===== src/rtl/alu_op_decoder_if.sv =====
`default_nettype none
// ============================================================================
// Module   : alu_op_decoder_if
// Brief    : Issue, ALU-drive and writeback bundle for alu_op_decoder.
// Revision : 1.0
// ============================================================================
interface alu_op_decoder_if #(
  parameter int XLEN = 32
);
  logic            instr_valid_in;
  logic            instr_ready_o;
  logic [31:0]     instr_in;
  logic [XLEN-1:0] rs1_data_in;
  logic [XLEN-1:0] rs2_data_in;
  logic [XLEN-1:0] op_1_o;
  logic [XLEN-1:0] op_2_o;
  logic [3:0]      opcode_o;
  logic [XLEN-1:0] alu_result_in;
  logic            wb_valid_o;
  logic            wb_ready_in;
  logic [4:0]      wb_rd_o;
  logic [XLEN-1:0] wb_data_o;
  logic            wb_we_o;
  logic            wb_illegal_o;

  // Decoder side
  modport slave (
    input  instr_valid_in, instr_in, rs1_data_in, rs2_data_in,
           alu_result_in, wb_ready_in,
    output instr_ready_o, op_1_o, op_2_o, opcode_o,
           wb_valid_o, wb_rd_o, wb_data_o, wb_we_o, wb_illegal_o
  );

  // Issue logic, ALU and register file side
  modport master (
    output instr_valid_in, instr_in, rs1_data_in, rs2_data_in,
           alu_result_in, wb_ready_in,
    input  instr_ready_o, op_1_o, op_2_o, opcode_o,
           wb_valid_o, wb_rd_o, wb_data_o, wb_we_o, wb_illegal_o
  );
endinterface
`default_nettype wire


===== src/rtl/alu_op_decoder.sv =====
`default_nettype none
// ============================================================================
// Module   : alu_op_decoder
// Brief    : Two-stage RV32I ALU issue/writeback front end. Optional build
//            macro ALU_DEC_SHAMT_MASK_EN masks R-type shift amounts to 5 bits.
// Revision : 1.0
// ============================================================================
module alu_op_decoder #(
  parameter int XLEN = 32
) (
  input wire             clk_in,
  input wire             rst_n_in,
  alu_op_decoder_if.slave bus
);

  localparam logic [6:0] c_MAJ_OP    = 7'b0110011;
  localparam logic [6:0] c_MAJ_OPIMM = 7'b0010011;
  localparam logic [6:0] c_MAJ_LUI   = 7'b0110111;
  localparam logic [6:0] c_F7_ZERO   = 7'b0000000;
  localparam logic [6:0] c_F7_ALT    = 7'b0100000;
  localparam logic [2:0] c_F3_SLL    = 3'b001;
  localparam logic [2:0] c_F3_SR     = 3'b101;
  localparam logic [2:0] c_F3_ADD    = 3'b000;

  // ---------------- instruction fields ----------------
  logic [6:0]      w_major;
  logic [4:0]      w_rd;
  logic [2:0]      w_f3;
  logic [6:0]      w_f7;
  logic [XLEN-1:0] w_imm_i;
  logic [XLEN-1:0] w_imm_u;
  logic [XLEN-1:0] w_shamt;

  assign w_major = bus.instr_in[6:0];
  assign w_rd    = bus.instr_in[11:7];
  assign w_f3    = bus.instr_in[14:12];
  assign w_f7    = bus.instr_in[31:25];
  assign w_imm_i = {{(XLEN-12){bus.instr_in[31]}}, bus.instr_in[31:20]};
  assign w_imm_u = {bus.instr_in[31:12], 12'b0};
  assign w_shamt = {{(XLEN-5){1'b0}}, bus.instr_in[24:20]};

  // ---------------- decode ----------------
  logic [XLEN-1:0] w_op1;
  logic [XLEN-1:0] w_op2;
  logic [3:0]      w_opc;
  logic            w_illegal;
  logic            w_we;

  always_comb begin
    w_op1     = '0;
    w_op2     = '0;
    w_opc     = 4'b0000;
    w_illegal = 1'b1;
    case (w_major)
      c_MAJ_OP: begin
        w_op1 = bus.rs1_data_in;
        w_op2 = bus.rs2_data_in;
        w_opc = {w_f7[5], w_f3};
        if (w_f7 == c_F7_ZERO) begin
          w_illegal = 1'b0;
        end else if (w_f7 == c_F7_ALT && (w_f3 == c_F3_ADD || w_f3 == c_F3_SR)) begin
          w_illegal = 1'b0;
        end
`ifdef ALU_DEC_SHAMT_MASK_EN
        if (w_f3 == c_F3_SLL || w_f3 == c_F3_SR) begin
          w_op2 = {{(XLEN-5){1'b0}}, bus.rs2_data_in[4:0]};
        end
`endif
      end
      c_MAJ_OPIMM: begin
        w_op1     = bus.rs1_data_in;
        w_op2     = w_imm_i;
        w_opc     = {1'b0, w_f3};
        w_illegal = 1'b0;
        case (w_f3)
          c_F3_SLL: begin
            w_op2     = w_shamt;
            w_illegal = (w_f7 != c_F7_ZERO);
          end
          c_F3_SR: begin
            w_op2 = w_shamt;
            if (w_f7 == c_F7_ALT) begin
              w_opc = 4'b1101;
            end else if (w_f7 != c_F7_ZERO) begin
              w_illegal = 1'b1;
            end
          end
          default: ;
        endcase
      end
      c_MAJ_LUI: begin
        w_op2     = w_imm_u;
        w_illegal = 1'b0;
      end
      default: ;
    endcase
    // Illegal encodings present a harmless add of zeros to the ALU
    if (w_illegal) begin
      w_op1 = '0;
      w_op2 = '0;
      w_opc = 4'b0000;
    end
  end

  assign w_we = !w_illegal && (w_rd != 5'd0);

  // ---------------- pipeline control ----------------
  logic            r_s1_valid;
  logic [XLEN-1:0] r_op1;
  logic [XLEN-1:0] r_op2;
  logic [3:0]      r_opc;
  logic [4:0]      r_s1_rd;
  logic            r_s1_we;
  logic            r_s1_illegal;

  logic            r_s2_valid;
  logic [XLEN-1:0] r_wb_data;
  logic [4:0]      r_wb_rd;
  logic            r_wb_we;
  logic            r_wb_illegal;

  logic w_s2_advance;
  logic w_s1_advance;

  assign w_s2_advance = !r_s2_valid || bus.wb_ready_in;
  assign w_s1_advance = !r_s1_valid || w_s2_advance;

  always_ff @(posedge clk_in or negedge rst_n_in) begin
    if (!rst_n_in) begin
      r_s1_valid   <= 1'b0;
      r_op1        <= '0;
      r_op2        <= '0;
      r_opc        <= 4'b0000;
      r_s1_rd      <= 5'd0;
      r_s1_we      <= 1'b0;
      r_s1_illegal <= 1'b0;
      r_s2_valid   <= 1'b0;
      r_wb_data    <= '0;
      r_wb_rd      <= 5'd0;
      r_wb_we      <= 1'b0;
      r_wb_illegal <= 1'b0;
    end else begin
      if (w_s2_advance) begin
        r_s2_valid <= r_s1_valid;
        if (r_s1_valid) begin
          r_wb_data    <= bus.alu_result_in;
          r_wb_rd      <= r_s1_rd;
          r_wb_we      <= r_s1_we;
          r_wb_illegal <= r_s1_illegal;
        end
      end
      // S1 refills on the same edge S2 drains, keeping full throughput
      if (w_s1_advance) begin
        r_s1_valid <= bus.instr_valid_in;
        if (bus.instr_valid_in) begin
          r_op1        <= w_op1;
          r_op2        <= w_op2;
          r_opc        <= w_opc;
          r_s1_rd      <= w_rd;
          r_s1_we      <= w_we;
          r_s1_illegal <= w_illegal;
        end
      end
    end
  end

  // ---------------- outputs ----------------
  assign bus.instr_ready_o = w_s1_advance;
  assign bus.op_1_o        = r_op1;
  assign bus.op_2_o        = r_op2;
  assign bus.opcode_o      = r_opc;
  assign bus.wb_valid_o    = r_s2_valid;
  assign bus.wb_rd_o       = r_wb_rd;
  assign bus.wb_data_o     = r_wb_data;
  assign bus.wb_we_o       = r_wb_we;
  assign bus.wb_illegal_o  = r_wb_illegal;

endmodule
`default_nettype wire


===== src/flat_wrapper.sv =====
// flat-port wrapper written by rule: the top's interface ports become plain ports
module alu_op_decoder_flat 
#(
  parameter int XLEN = 32
)
  (clk_in, rst_n_in, bus_instr_valid_in, bus_instr_in, bus_rs1_data_in, bus_rs2_data_in, bus_alu_result_in, bus_wb_ready_in, bus_instr_ready_o, bus_op_1_o, bus_op_2_o, bus_opcode_o, bus_wb_valid_o, bus_wb_rd_o, bus_wb_data_o, bus_wb_we_o, bus_wb_illegal_o);
  alu_op_decoder_if #(.XLEN(XLEN)) bus_i ();
  input wire clk_in;
  input wire rst_n_in;
  input wire logic [$bits(bus_i.instr_valid_in)-1:0] bus_instr_valid_in;
  input wire logic [$bits(bus_i.instr_in)-1:0] bus_instr_in;
  input wire logic [$bits(bus_i.rs1_data_in)-1:0] bus_rs1_data_in;
  input wire logic [$bits(bus_i.rs2_data_in)-1:0] bus_rs2_data_in;
  input wire logic [$bits(bus_i.alu_result_in)-1:0] bus_alu_result_in;
  input wire logic [$bits(bus_i.wb_ready_in)-1:0] bus_wb_ready_in;
  output wire logic [$bits(bus_i.instr_ready_o)-1:0] bus_instr_ready_o;
  output wire logic [$bits(bus_i.op_1_o)-1:0] bus_op_1_o;
  output wire logic [$bits(bus_i.op_2_o)-1:0] bus_op_2_o;
  output wire logic [$bits(bus_i.opcode_o)-1:0] bus_opcode_o;
  output wire logic [$bits(bus_i.wb_valid_o)-1:0] bus_wb_valid_o;
  output wire logic [$bits(bus_i.wb_rd_o)-1:0] bus_wb_rd_o;
  output wire logic [$bits(bus_i.wb_data_o)-1:0] bus_wb_data_o;
  output wire logic [$bits(bus_i.wb_we_o)-1:0] bus_wb_we_o;
  output wire logic [$bits(bus_i.wb_illegal_o)-1:0] bus_wb_illegal_o;
  assign bus_i.instr_valid_in = bus_instr_valid_in;
  assign bus_i.instr_in = bus_instr_in;
  assign bus_i.rs1_data_in = bus_rs1_data_in;
  assign bus_i.rs2_data_in = bus_rs2_data_in;
  assign bus_i.alu_result_in = bus_alu_result_in;
  assign bus_i.wb_ready_in = bus_wb_ready_in;
  assign bus_instr_ready_o = bus_i.instr_ready_o;
  assign bus_op_1_o = bus_i.op_1_o;
  assign bus_op_2_o = bus_i.op_2_o;
  assign bus_opcode_o = bus_i.opcode_o;
  assign bus_wb_valid_o = bus_i.wb_valid_o;
  assign bus_wb_rd_o = bus_i.wb_rd_o;
  assign bus_wb_data_o = bus_i.wb_data_o;
  assign bus_wb_we_o = bus_i.wb_we_o;
  assign bus_wb_illegal_o = bus_i.wb_illegal_o;
  alu_op_decoder #(.XLEN(XLEN)) u_core (.clk_in(clk_in), .rst_n_in(rst_n_in), .bus(bus_i));
endmodule

===== config.mk =====
export PLATFORM = sky130hd
export DESIGN_NAME = alu_op_decoder_flat
export DESIGN_NICKNAME = d
export VERILOG_FILES = /design/src/rtl/alu_op_decoder_if.sv /design/src/rtl/alu_op_decoder.sv /design/src/flat_wrapper.sv
export SDC_FILE = /design/constraint.sdc
export NUM_CORES = 1
export LEC_CHECK = 0
export BUFFER_PORTS_ARGS = -buffer_cell sky130_fd_sc_hd__buf_2
export CORE_MARGIN = 5
export CORE_UTILIZATION = 47
export CTS_CLUSTER_SIZE = 24
export DETAILED_ROUTE_END_ITERATION = 10
export PLACE_DENSITY_LB_ADDON = 0.08
export RECOVER_POWER = 100
export REMOVE_ABC_BUFFERS = 1
export SLEW_MARGIN = 5
export SYNTH_ARGS = -nofsm -noshare
export SYNTH_HDL_FRONTEND = slang
export SYNTH_SLANG_ARGS = --single-unit

===== constraint.sdc =====
create_clock -name clk_in -period 2.2 [get_ports clk_in]
set_input_delay 0.11 -clock clk_in [delete_from_list [all_inputs] [get_ports clk_in]]
set_output_delay 0.11 -clock clk_in [all_outputs]
set_load 0.05 [all_outputs]

**Word level (Yosys, flattened, before mapping)**

Index checks and enable logic that the tools add are counted.

- Flip-flop bits (word level): 116
- Output and inout bits: 109
- Word-level logic and storage cells: 49

- Equality and inequality tests: 6
- Mux-type cells: 15
- Reductions and logical operators: 16

Operators by type and width:

| operator | number |
|---|---|
| 2-to-1 mux 32 bit | 4 |
| case mux 32 bit (3 select lines) | 1 |
| equality test 7 x 6 -> 1 bit, second input constant | 3 |
| 2-to-1 mux 4 bit | 3 |
| case mux 4 bit (2 select lines) | 1 |
| equality test 7 x 5 -> 1 bit, second input constant | 1 |
| logical NOT 7 bit | 1 |
| nonzero test 7 bit | 1 |
| nonzero test 5 bit | 1 |
| 2-to-1 mux 1 bit | 4 |
| AND reduction 2 bit | 2 |
| OR reduction 2 bit | 2 |
| equality test 3 x 1 -> 1 bit, second input constant | 1 |
| equality test 3 bit, second input constant | 1 |
| logical NOT 1 bit | 3 |
| logical NOT 3 bit | 1 |
| logical OR 1 bit | 3 |
| case mux 1 bit (3 select lines) | 1 |
| logical AND 1 bit | 2 |
| case mux 1 bit (2 select lines) | 1 |

**Depth between registers and ports, before layout**

Gate-level depths: netlist of run 1.

- Depth in word-level cells: 8
- Gate-level depth with buffers: 6

**Least setup slack after synthesis of run 1**

Ideal clock, no wire load.

- Kind: register to register
- Start point: reg u_core.r_s2_valid (netlist: u_core.bus.wb_valid_o)
- End point: reg u_core.r_op2[3] (netlist: u_core.bus.op_2_o[3])
- Setup time: 0.090 ns
- Data arrival time: 2.364 ns
- Data required time: 2.110 ns
- Path slack: -0.254 ns
- Cell stages (with the launch flop): 7
- Path buffers: 2
- Cell sequence: dfrtp_1 -> nand3b_1 -> nand2_1 -> buf_2 -> clkbuf_1 -> nand2_1 -> o31ai_4

- Longest elaborated chain between the ends: 4

Ends and longest elaborated chain:

| element | line | RTL |
|---|---|---|
| start: declaration | alu_op_decoder.sv:116 | `logic r_s2_valid;` |
| start signal: assignment | alu_op_decoder.sv:144 | `r_s2_valid <= r_s1_valid;` |
| logical NOT 1 bit | alu_op_decoder.sv:125 | `assign w_s2_advance = !r_s2_valid \|\| bus.wb_ready_in;` |
| logical OR 1 bit | alu_op_decoder.sv:125 |  |
| logical OR 1 bit | alu_op_decoder.sv:126 | `assign w_s1_advance = !r_s1_valid \|\| w_s2_advance;` |
| net bus_instr_ready_o | flat_wrapper.sv:16 | `output wire logic [$bits(bus_i.instr_ready_o)-1:0] bus_instr_ready_o;` |
| AND reduction 2 bit (no source line) | -- |  |
| end signal: assignment | alu_op_decoder.sv:157 | `r_op2 <= w_op2;` |
| end: declaration | alu_op_decoder.sv:110 | `logic [XLEN-1:0] r_op2;` |

The timed path passes the listed nets, and every way through them passes these cells.
A chain may end at the register's enable or synchronous reset.

**Final worst setup path of run 1**

- Start point: in bus_instr_in[30]
- End point: reg u_core.r_op2[8] (netlist: u_core.bus.op_2_o[8])

- Longest elaborated chain between the ends: 6
- Elaborated cells on any way between the ends: 11
- Classes of those cells: eq/ne (1); mux (7); reduce/logical (3)

Ends and longest elaborated chain:

| element | line | RTL |
|---|---|---|
| start: declaration | flat_wrapper.sv:11 | `input wire logic [$bits(bus_i.instr_in)-1:0] bus_instr_in;` |
| nonzero test 7 bit or equality test 7 x 6 -> 1 bit (tied branches) | -- |  |
| 2-to-1 mux 1 bit or logical AND 1 bit (tied branches) | alu_op_decoder.sv:84, alu_op_decoder.sv:61 |  |
| 2-to-1 mux 1 bit (on tied branches) | alu_op_decoder.sv:82, alu_op_decoder.sv:61 |  |
| case mux 1 bit (2 select lines) or 2-to-1 mux 1 bit (tied branches) | alu_op_decoder.sv:75, alu_op_decoder.sv:59 |  |
| case mux 1 bit (3 select lines) (*) | alu_op_decoder.sv:54 | `case (w_major)` |
| 2-to-1 mux 32 bit (*) | alu_op_decoder.sv:98 | `if (w_illegal) begin` |

Mark *: on every way between the ends. The rest lies on a longest branch, timed or not.

==> results of run 1 <==
-- power groups by stage --
stage / Combinational [mW] / Clock (mW) / Sequential (mW)
finish: 1.32 / 2.80 / 2.36
global route: 1.41 / 2.94 / 2.38
CTS: 1.37 / 2.85 / 2.35
detailed placement: 1.23 / 0 / 2.39
global placement: 1.21 / 0 / 2.38
floorplan: 0.317 / 0 / 2.86
-- layout by cell type, fill, tap and decap left out, drive strengths merged, types with 5 or more instances in the layout --
cell	count
clkbuf	135
o41ai	20
a22o	36
dlygate4sd3	97
a22oi	6
nand2b	6
nand2	39
buf	134
a21oi	22
mux2	64
o31ai	11
mux2i	5
dfrtp	116
-- through the flow --
step	area (um^2)	util (%)	power, mW	setup slack, ns	TNS, ns
floorplan	4910	-	3.18	-2.33	-145.22
global placement	6390	59.7	3.59	0.358	0
detailed placement	6390	59.7	3.61	0.263	0
CTS	7960	74.4	6.57	0.277	0
global route	7770	72.7	6.73	0.0767	0
finish	7770	72.7	6.48	0.186	0
-- routing by layer --
| layer | vias up | share of wire (%) | track usage, % |
|---|---|---|---|
| li1 | 2129 | - | - |
| met1 | 2209 | 40 | 30.1 |
| met2 | 177 | 51 | 41.7 |
| met3 | 22 | 7.3 | 7.00 |
| met4 | 0 | 1.5 | 8.39 |
| met5 | - | 0 | 0 |
-- worst min-delay path, cell delays in order --
cell and delay (ns):
buf_2 0.12, nand3_1 0.08, nand2_1 0.07, a22o_1 0.11
-- synthesized netlist by cell type (2+ instances only) --
cell type    n
nor2_1       3
nand2_1     39
buf_1        2
buf_2        8
buf_6        4
inv_1        3
o31ai_2      9
mux2_2      64
o41ai_1     20
a22o_1      36
a22oi_1      6
nand2b_1     6
a21oi_1     22
nand3_1      2
dfrtp_1    116
mux2i_1      5
nor4_4       2
clkbuf_1    18
-- flip-flops by register name, indices dropped and copies added (netlist names) --
name / cells
u_core.bus.op_1_o: 32
u_core.bus.op_2_o: 32
u_core.bus.wb_data_o: 32
u_core.bus.wb_rd_o: 5
u_core.r_s1_rd: 5
u_core.bus.opcode_o: 4
u_core.bus.wb_illegal_o: 1
u_core.bus.wb_valid_o: 1
u_core.bus.wb_we_o: 1
u_core.r_s1_illegal: 1
u_core.r_s1_valid: 1
u_core.r_s1_we: 1
-- repair_timing --
| item | 4_1_cts | 5_1_grt |
|---|---|---|
| gates resized for setup | 0 | 0 |
| buffers inserted | 0 | 0 |
| hold buffers | 97 | 0 |
| endpoints found under the hold margin | 129 | 0 |
-- final timing paths --
path                                  startpoint                  endpoint  slack (ns)  cells after the start
max                             bus_instr_in[30]      u_core.bus.op_2_o[8]        0.19                      6
min                             bus_instr_in[31]     u_core.bus.op_2_o[11]        0.03                      4
max reg2reg                u_core.bus.wb_valid_o     u_core.bus.op_1_o[14]        0.26                      5
min reg2reg                 u_core.bus.op_2_o[7]      u_core.bus.op_2_o[7]        0.48                      2
max in group asynchronous               rst_n_in  u_core.bus.wb_data_o[31]        0.52                      3
min in group asynchronous               rst_n_in     u_core.bus.op_1_o[17]        0.37                      2
-- area by class of cell --
type | instances | area [um^2]
Fill cell | 816 | 2920
Sequential cell | 116 | 2900
Timing Repair Buffer | 347 | 2100
Multi-Input combinational cell | 238 | 1980
Clock buffer | 19 | 422
Clock inverter | 13 | 183
Tap cell | 140 | 175
Inverter | 3 | 11.3
-- kinds of logic after synthesis --
| logic type | share of synthesized area (%) |
|---|---|
| AOI/OAI and AO/OA | 17.4 |
| buffers and inverters | 3.38 |
| xor gates and xnor gates | 0.173 |
| and+or+nand+nor | 6.71 |
| muxes | 15.2 |
| DFF | 57.2 |
==> impl_metrics.ini, run 1 <==
[run_status]
run_status = completed

[placement]
port_buffers = 240
finalWeightedCongestion = 0.823
dp.cells = 747
place_hpwl_um = 10200

[logic_synthesis]
synth-main-ff-cell = dfrtp_1
synth-seq-area-share_pct = 57.2
ys_top_cells_by_area = dfrtp_1 (57%), mux2_2 (14%), a22o_1 (6.2%)
post_synth_instance_area_um2 = 5070
ys_seq_elements = 116
synth_top_cell_area_share_pct = 57.2
synth_warnings = 0
post_syn_area_per_cell_um2 = 13.0
post_synth_inst_count = 389
synth-edff-count = 0
synth_cell_types = 42
synth_top_area_cell = dfrtp_1
async_flop_share_pct = 100

[worst_setup_path]
timing.critical_path.slowest_cell_delay_ns = 0.57
cp.required_ns = 2.56
highest_fanout_seen_on_the_critical_path = 11
critical_path_cell_by_cell = dlygate4sd3_1 -> buf_2 -> or3b_2 -> a32oi_1 -> or3_1 -> o31ai_1
crit_path_top_delay_cell = or3_1
worst_ep_arrival_time_ns = 2.37
setup.worst_path.end_class = register
worstPathBufferInverterCount = 2
critPathKind = input pin to register
cell_class_contributing_the_biggest_share_of_worst_path_delay = simple AND/OR/NAND/NOR gates
cp-start-kind = input pin

[power_and_ir_drop]
pwr-share-clk_pct = 43.2
p_seq_share_pct = 36.4
power_switching_mw = 1.91
power-per-cell-area_nw_per_um2 = 833
share_comb_of_total_power_pct = 20.4
power.internal_mw = 4.57
ir_worst_vdd_mv = 0.453
leakage_nw = 3.52
fraction_of_power_spent_switching_nets_pct = 29.5

[sta]
report.final.hold_viol_count = 0
setup-violations-final = 0
max_freq_mhz = 497
timing_max_transition_violations_final = 0
worst_clock_skew_ns = 0.00775
post-route-min-period_ns = 2.01
grt_setup_unrepaired = false
worstMarginPinSlew_ns = 1.10
holdWs_ns = 0.0268
max-slew-margin-rel_pct = 26.8
finalCritPeriodShare_pct = 91.5

[floorplanning]
die_y_um = 114
initial_core_util_pct = 47.4
dieWidth_um = 114
fp-row-count = 38
core_area_um2 = 10700
io_pins = 241
dieArea_um2 = 13000

[finish]
ratio_of_cells_with_drive_above_1_in_the_final_layout_pct = 33.8
nNetsFinal = 855
relative_area_change_from_synthesis_to_final_layout_pct = 53.2
final_cell_count_no_fill = 876
num_antenna_cells = 0

[global_routing]
global_route_wire_length_before_repair_um = 25000
largest_net_degree_at_the_start_of_global_routing = 45
grt-ovfl-total = 0
first_global_vias = 4836
grt_antenna_before_repair = 0
global_route.usage.total_pct = 24.5

[routing]
vias = 4537
violation_count_after_the_first_detailed_routing_iteration = 259
via_density_per_instance = 5.18
drt.antenna.violating_nets = 0
route.final.wire_length_um = 15700
dr.pass1.iters = 5
avgRoutedWirePerCell_um = 17.9
drc = 0

[clock_tree]
tritoncts_clock_tree = yes
clock_transition_time_at_the_flip_flop_clock_pins_of_the_worst_setup_and_hold_paths_ns = 0.06
worstSkewPairLatency_ns = 0.51
ctsLongestPathBuffers = 2
cts.htree.levels = 4
root_buffer = clkbuf_8
tritoncts_num_sinks = 116
cts-buffers-inserted = 17

[worst_hold_path]
hp-class = input pin to register

[job]
max_cap_violations = 0
No activity file was read; power rests on OpenSTA's default activity.
==> inputs of run 2 (changes only) <==
Settings changed: REMOVE_ABC_BUFFERS 1 to unset.
==> run 2 against run 1 <==
Worst hold slack worse by 0.0054 ns. Worst setup slack improved by 0.038 ns. Final cell count down 0.68%. Power fell by 0.96%. Clock power decreased by 2%. Sequential share of layout area is 0.26 points higher. Routed wire length down 1.0%. Register-to-register slack better by 0.07 ns. First-iteration DRC count shrank 20%. Core utilization decreased by 0.48 points. Largest cell class unchanged. Final area decreased by 0.66%. Largest power group unchanged. Maximum frequency is 1.9% higher.
==> impl_metrics.ini, run 2 (same netlist as run 1, synthesis figures left out) <==
[clock_tree]
worstSkewPairLatency_ns = 0.51
cts_repair_resize_count = 0
tritoncts_num_sinks = 116
ctsLongestPathBuffers = 2
root_buffer = clkbuf_8
postCtsHoldBufs = 92
tritoncts_clock_tree = yes
postCtsSetupRepairBufs = 0
cts.htree.levels = 4
clock_transition_time_at_the_flip_flop_clock_pins_of_the_worst_setup_and_hold_paths_ns = 0.05
cts-buffers-inserted = 17

[floorplanning]
io_pins = 241
initial_core_util_pct = 47.4
dieArea_um2 = 13000
die_y_um = 114
dieWidth_um = 114
fp-row-count = 38
core_area_um2 = 10700

[logic_synthesis]
post_synth_net_total = 521

[sta]
post-route-min-period_ns = 1.98
finalCritPeriodShare_pct = 89.8
totalNegativeSetupSlack_ns = 0
grt_setup_unrepaired = false
setup-violations-final = 0
report.final.hold_viol_count = 0
max_freq_mhz = 506
worstMarginPinSlew_ns = 1.29
holdWs_ns = 0.0214
worst_clock_skew_ns = 0.00430
max-slew-margin-rel_pct = 14.2
timing_max_transition_violations_final = 0

[worst_setup_path]
ff2ff_setup_slack_ns = 0.33
critPathKind = input pin to register
crit-reg2reg-launch = u_core.r_s1_valid
highest_fanout_seen_on_the_critical_path = 11
worstSetupStartpoint = bus_instr_in[14]
setup.worst_path.end_class = register
cp-start-kind = input pin
crit-reg2reg-capture = u_core.r_s1_rd[1]
worst_ep_arrival_time_ns = 2.34
worst_r2r_path_cells = 4
cp.required_ns = 2.57

[worst_hold_path]
worstHoldEndpoint = u_core.bus.op_2_o[6]
min_from = bus_instr_in[26]
hp-class = input pin to register
hold_path_depth = 3

[routing]
drt.antenna.violating_nets = 0
vias = 4538
via_density_per_instance = 5.22
dr.pass1.iters = 4
violation_count_after_the_first_detailed_routing_iteration = 207
avgRoutedWirePerCell_um = 17.8
route.final.wire_length_um = 15500
drc = 0

[global_routing]
global_route.usage.total_pct = 23.8
globalRoute.busiestLayer = met2
largest_net_degree_at_the_start_of_global_routing = 56
grt_antenna_before_repair = 0
global_route_wire_length_before_repair_um = 24000
grt-ovfl-total = 0
first_global_vias = 4767
grt_util_met1_pct = 29.7
grtUsageMet2_pct = 39.1
grt_use_met3_pct = 6.95

[finish]
mostFrequentLayoutCell = buf_2
ratio_of_cells_with_drive_above_1_in_the_final_layout_pct = 34.0
relative_area_change_from_synthesis_to_final_layout_pct = 52.2
finalCoreUtilization_pct = 72.2
num_antenna_cells = 0
nNetsFinal = 850
mostFrequentLayoutCells = buf_2 (130), dfrtp_1 (115), clkbuf_1 (110)

[power_and_ir_drop]
leakage_nw = 3.52
ir_worst_vdd_mv = 0.514
power-per-cell-area_nw_per_um2 = 831

[placement]
place_hpwl_um = 10600
finalWeightedCongestion = 0.804
port_buffers = 240

[run_status]
run_status = completed

[job]
max_cap_violations = 0
run 2: changes by cell type in the layout (fill, tap and decap cells not counted), sizes merged:
cell	change
inv	-1
clkinv	+1
bufinv	-1
clkbuf	+1
buf	+1
clkinvlp	-3
dlygate4sd3	-4
run 2: worst max-delay path, cell delays in order:
cell and delay [ns]:
dlygate4sd3_1 0.54, buf_2 0.18, or3b_2 0.45, a32oi_1 0.37
or3_1 0.53, o31ai_1 0.16
run 2: per-stage QoR:
stage               setup WS (ns)  instance area (um^2)  power, mW  instances
CTS                         0.292                  7900       6.51        869
global route               0.0960                  7720       6.66        870
detailed placement          0.264                  6380       3.61        746
floorplan                  0.0175                  5080       3.21        389
finish                      0.224                  7720       6.42        870
global placement            0.392                  6380       3.59        746
run 2: per-layer routing:
metal | vias up | routed length, um
met2 | 191 | 7720
li1 | 2131 | -
met5 | - | 0
met3 | 35 | 1080
met1 | 2181 | 6290
met4 | 0 | 408
run 2: layout make-up:
type | count | area (um^2)
clock buffer | 22 | 473
clock inverter | 9 | 126
fill | 801 | 2970
inverter | 3 | 11.3
multi-input combinational | 238 | 1970
sequential | 116 | 2900
tap | 140 | 175
timing repair buffer | 342 | 2070
run 2: where the power goes:
group | leakage [nW] | switching (mW) | total (mW) | internal, mW
clock | 0.297 | 0.916 | 2.75 | 1.83
sequential | 1.51 | 0.0757 | 2.36 | 2.28
combinational | 1.71 | 0.867 | 1.31 | 0.442
total | 3.52 | 1.86 | 6.42 | 4.56
run 2: how the worst max path moves through the flow:
stage	endpoint	slack [ns]
floorplan	u_core.bus.op_2_o[3]	0.02
global placement	u_core.bus.op_2_o[15]	0.39
detailed placement	u_core.bus.op_2_o[19]	0.26
CTS	u_core.bus.op_2_o[25]	0.29
global route	u_core.bus.op_2_o[25]	0.1
finish	u_core.bus.op_2_o[5]	0.22
==> inputs of run 3 (changes only) <==
Settings changed: PLACE_DENSITY set to 0.89, PLACE_DENSITY_LB_ADDON 0.08 to unset.
==> run 3 against run 2 <==
Register-to-register slack about the same. Largest power group unchanged. Maximum frequency decreased by 2.0%. First-iteration DRC count increased by 85%. Core utilization increased by 0.33 points. Sequential share of layout area down 0.17 points. Clock-buffer cell count fell by 2. Worst hold slack better by 0.016 ns. Worst setup slack got worse by 0.040 ns. Routed wire length up 8.2%. Sequential power is essentially flat. Die area stayed put. Clock skew rose by 0.0088 ns.
==> impl_metrics.ini, run 3 (same netlist as run 1, synthesis figures left out) <==
[clock_tree]
root_buffer = clkbuf_8
tritoncts_num_sinks = 116
cts.htree.levels = 4
worstSkewPairLatency_ns = 0.51
tritoncts_clock_tree = yes
cts-buffers-inserted = 17
clock_transition_time_at_the_flip_flop_clock_pins_of_the_worst_setup_and_hold_paths_ns = 0.05
cts_repair_resize_count = 0
ctsLongestPathBuffers = 2

[global_routing]
grt-ovfl-total = 0
largest_net_degree_at_the_start_of_global_routing = 108
global_route_wire_length_before_repair_um = 26600
grt_antenna_before_repair = 0
global_route.usage.total_pct = 26.2
first_global_vias = 5246

[worst_setup_path]
critPathKind = input pin to register
worst_ep_arrival_time_ns = 2.36
highest_fanout_seen_on_the_critical_path = 11
worst_r2r_path_cells = 4
worstSetupStartpoint = bus_instr_in[14]
crit-reg2reg-capture = u_core.r_s1_rd[4]
crit-reg2reg-launch = u_core.bus.wb_valid_o
cp-start-kind = input pin
setup.worst_path.end_class = register
cp.required_ns = 2.55
ff2ff_setup_slack_ns = 0.32

[finish]
filler_cell_count = 771
multi_input_comb_area_um2 = 1960
num_antenna_cells = 0
mostFrequentLayoutCells = buf_2 (130), dfrtp_1 (115), clkbuf_1 (112)
nNetsFinal = 850
ratio_of_cells_with_drive_above_1_in_the_final_layout_pct = 33.4
finalCoreUtilization_pct = 72.5
layout.area.seq_um2 = 2900
relative_area_change_from_synthesis_to_final_layout_pct = 52.9
mostFrequentLayoutCell = buf_2

[routing]
avgRoutedWirePerCell_um = 19.3
drt.antenna.violating_nets = 0
route.final.wire_length_um = 16800
violation_count_after_the_first_detailed_routing_iteration = 383
drc = 0
dr.pass1.iters = 5
vias = 4730
via_density_per_instance = 5.43

[worst_hold_path]
hold_path_depth = 3
min_from = bus_instr_in[27]
hp-class = input pin to register
worstHoldEndpoint = u_core.bus.op_2_o[7]

[sta]
grt_setup_unrepaired = false
finalCritPeriodShare_pct = 91.6
worstMarginPinSlew_ns = 1.13
report.final.hold_viol_count = 0
setup-violations-final = 0
worst_clock_skew_ns = 0.0131
max_freq_mhz = 496
post-route-min-period_ns = 2.02
holdWs_ns = 0.0374
max-slew-margin-rel_pct = 24.7
timing_max_transition_violations_final = 0
totalNegativeSetupSlack_ns = 0

[power_and_ir_drop]
ir_worst_vdd_mv = 0.508
power-per-cell-area_nw_per_um2 = 857
leakage_nw = 3.51

[job]
max_cap_violations = 0

[placement]
finalWeightedCongestion = 0.916
port_buffers = 240
place_hpwl_um = 10500

[logic_synthesis]
post_synth_net_total = 521

[floorplanning]
io_pins = 241
initial_core_util_pct = 47.4
dieArea_um2 = 13000
core_area_um2 = 10700
die_y_um = 114
fp-row-count = 38
dieWidth_um = 114

[run_status]
run_status = completed
-- run 3: changes by cell type in the layout (fill, tap and decap cells not counted), moves of 2 or more --
cell        delta
clkbuf_1       +2
clkinv_2       -3
clkbuf_2       -2
clkinvlp_4     +3
clkbuf_8       -2
bufinv_16      +2
buf_4          -2
-- run 3: cell type report --
type	instances	area share, %
tap	140	2.26
clock buffer	20	5.74
multi-input combinational	238	25.3
inverter	3	0.145
sequential	116	37.4
clock inverter	12	2.61
timing repair buffer	342	26.5
-- run 3: repair_timing --
action	4_1_cts	5_1_grt
hold buffers	94	0
buffers inserted	0	0
hold endpoints to repair	134	0
endpoints found under the setup margin	0	0
-- run 3: through the flow --
step           cells  cell area, um^2  power, mW  worst slack, ns
2_1_floorplan    389             5080       3.21           0.0175
3_3_place_gp     745             6390       3.58            0.407
3_5_place_dp     745             6390       3.62            0.283
4_1_cts          871             7980       6.73            0.323
5_1_grt          871             7760       6.90            0.107
6_report         871             7760       6.65            0.184
-- run 3: routing by layer --
layer  vias to the layer above  global-route usage (%)  part of all wire [%]
li1                       2118                       -                     -
met1                      2311                    29.9                    37
met2                       246                    45.6                    51
met3                        55                    7.85                   7.9
met4                         0                    11.6                   4.1
met5                         -                       0                     0
-- run 3: worst max-delay path, cell delays in order --
cell and delay [ns]:
dlygate4sd3_1 0.53, buf_2 0.18, or3b_2 0.44, a32oi_1 0.38, or3_1 0.54, o31ai_1 0.17
-- run 3: worst max path at each step --
stage | end | slack [ns] | cells past startpoint
4_1_cts | u_core.bus.op_2_o[22] | 0.32 | 6
5_1_grt | u_core.bus.op_1_o[26] | 0.11 | 3
3_5_place_dp | u_core.bus.op_2_o[28] | 0.28 | 5
2_1_floorplan | u_core.bus.op_2_o[3] | 0.02 | 6
3_3_place_gp | u_core.bus.op_2_o[15] | 0.41 | 5
6_report | u_core.bus.op_2_o[9] | 0.18 | 6
-- run 3: report_power, final --
part           total, mW  switching [mW]  leakage (nW)  internal [mW]
Combinational       1.32           0.881          1.70          0.440
Clock               2.96           0.950         0.303           2.01
Sequential          2.37          0.0822          1.51           2.28
Total               6.65            1.91          3.51           4.74
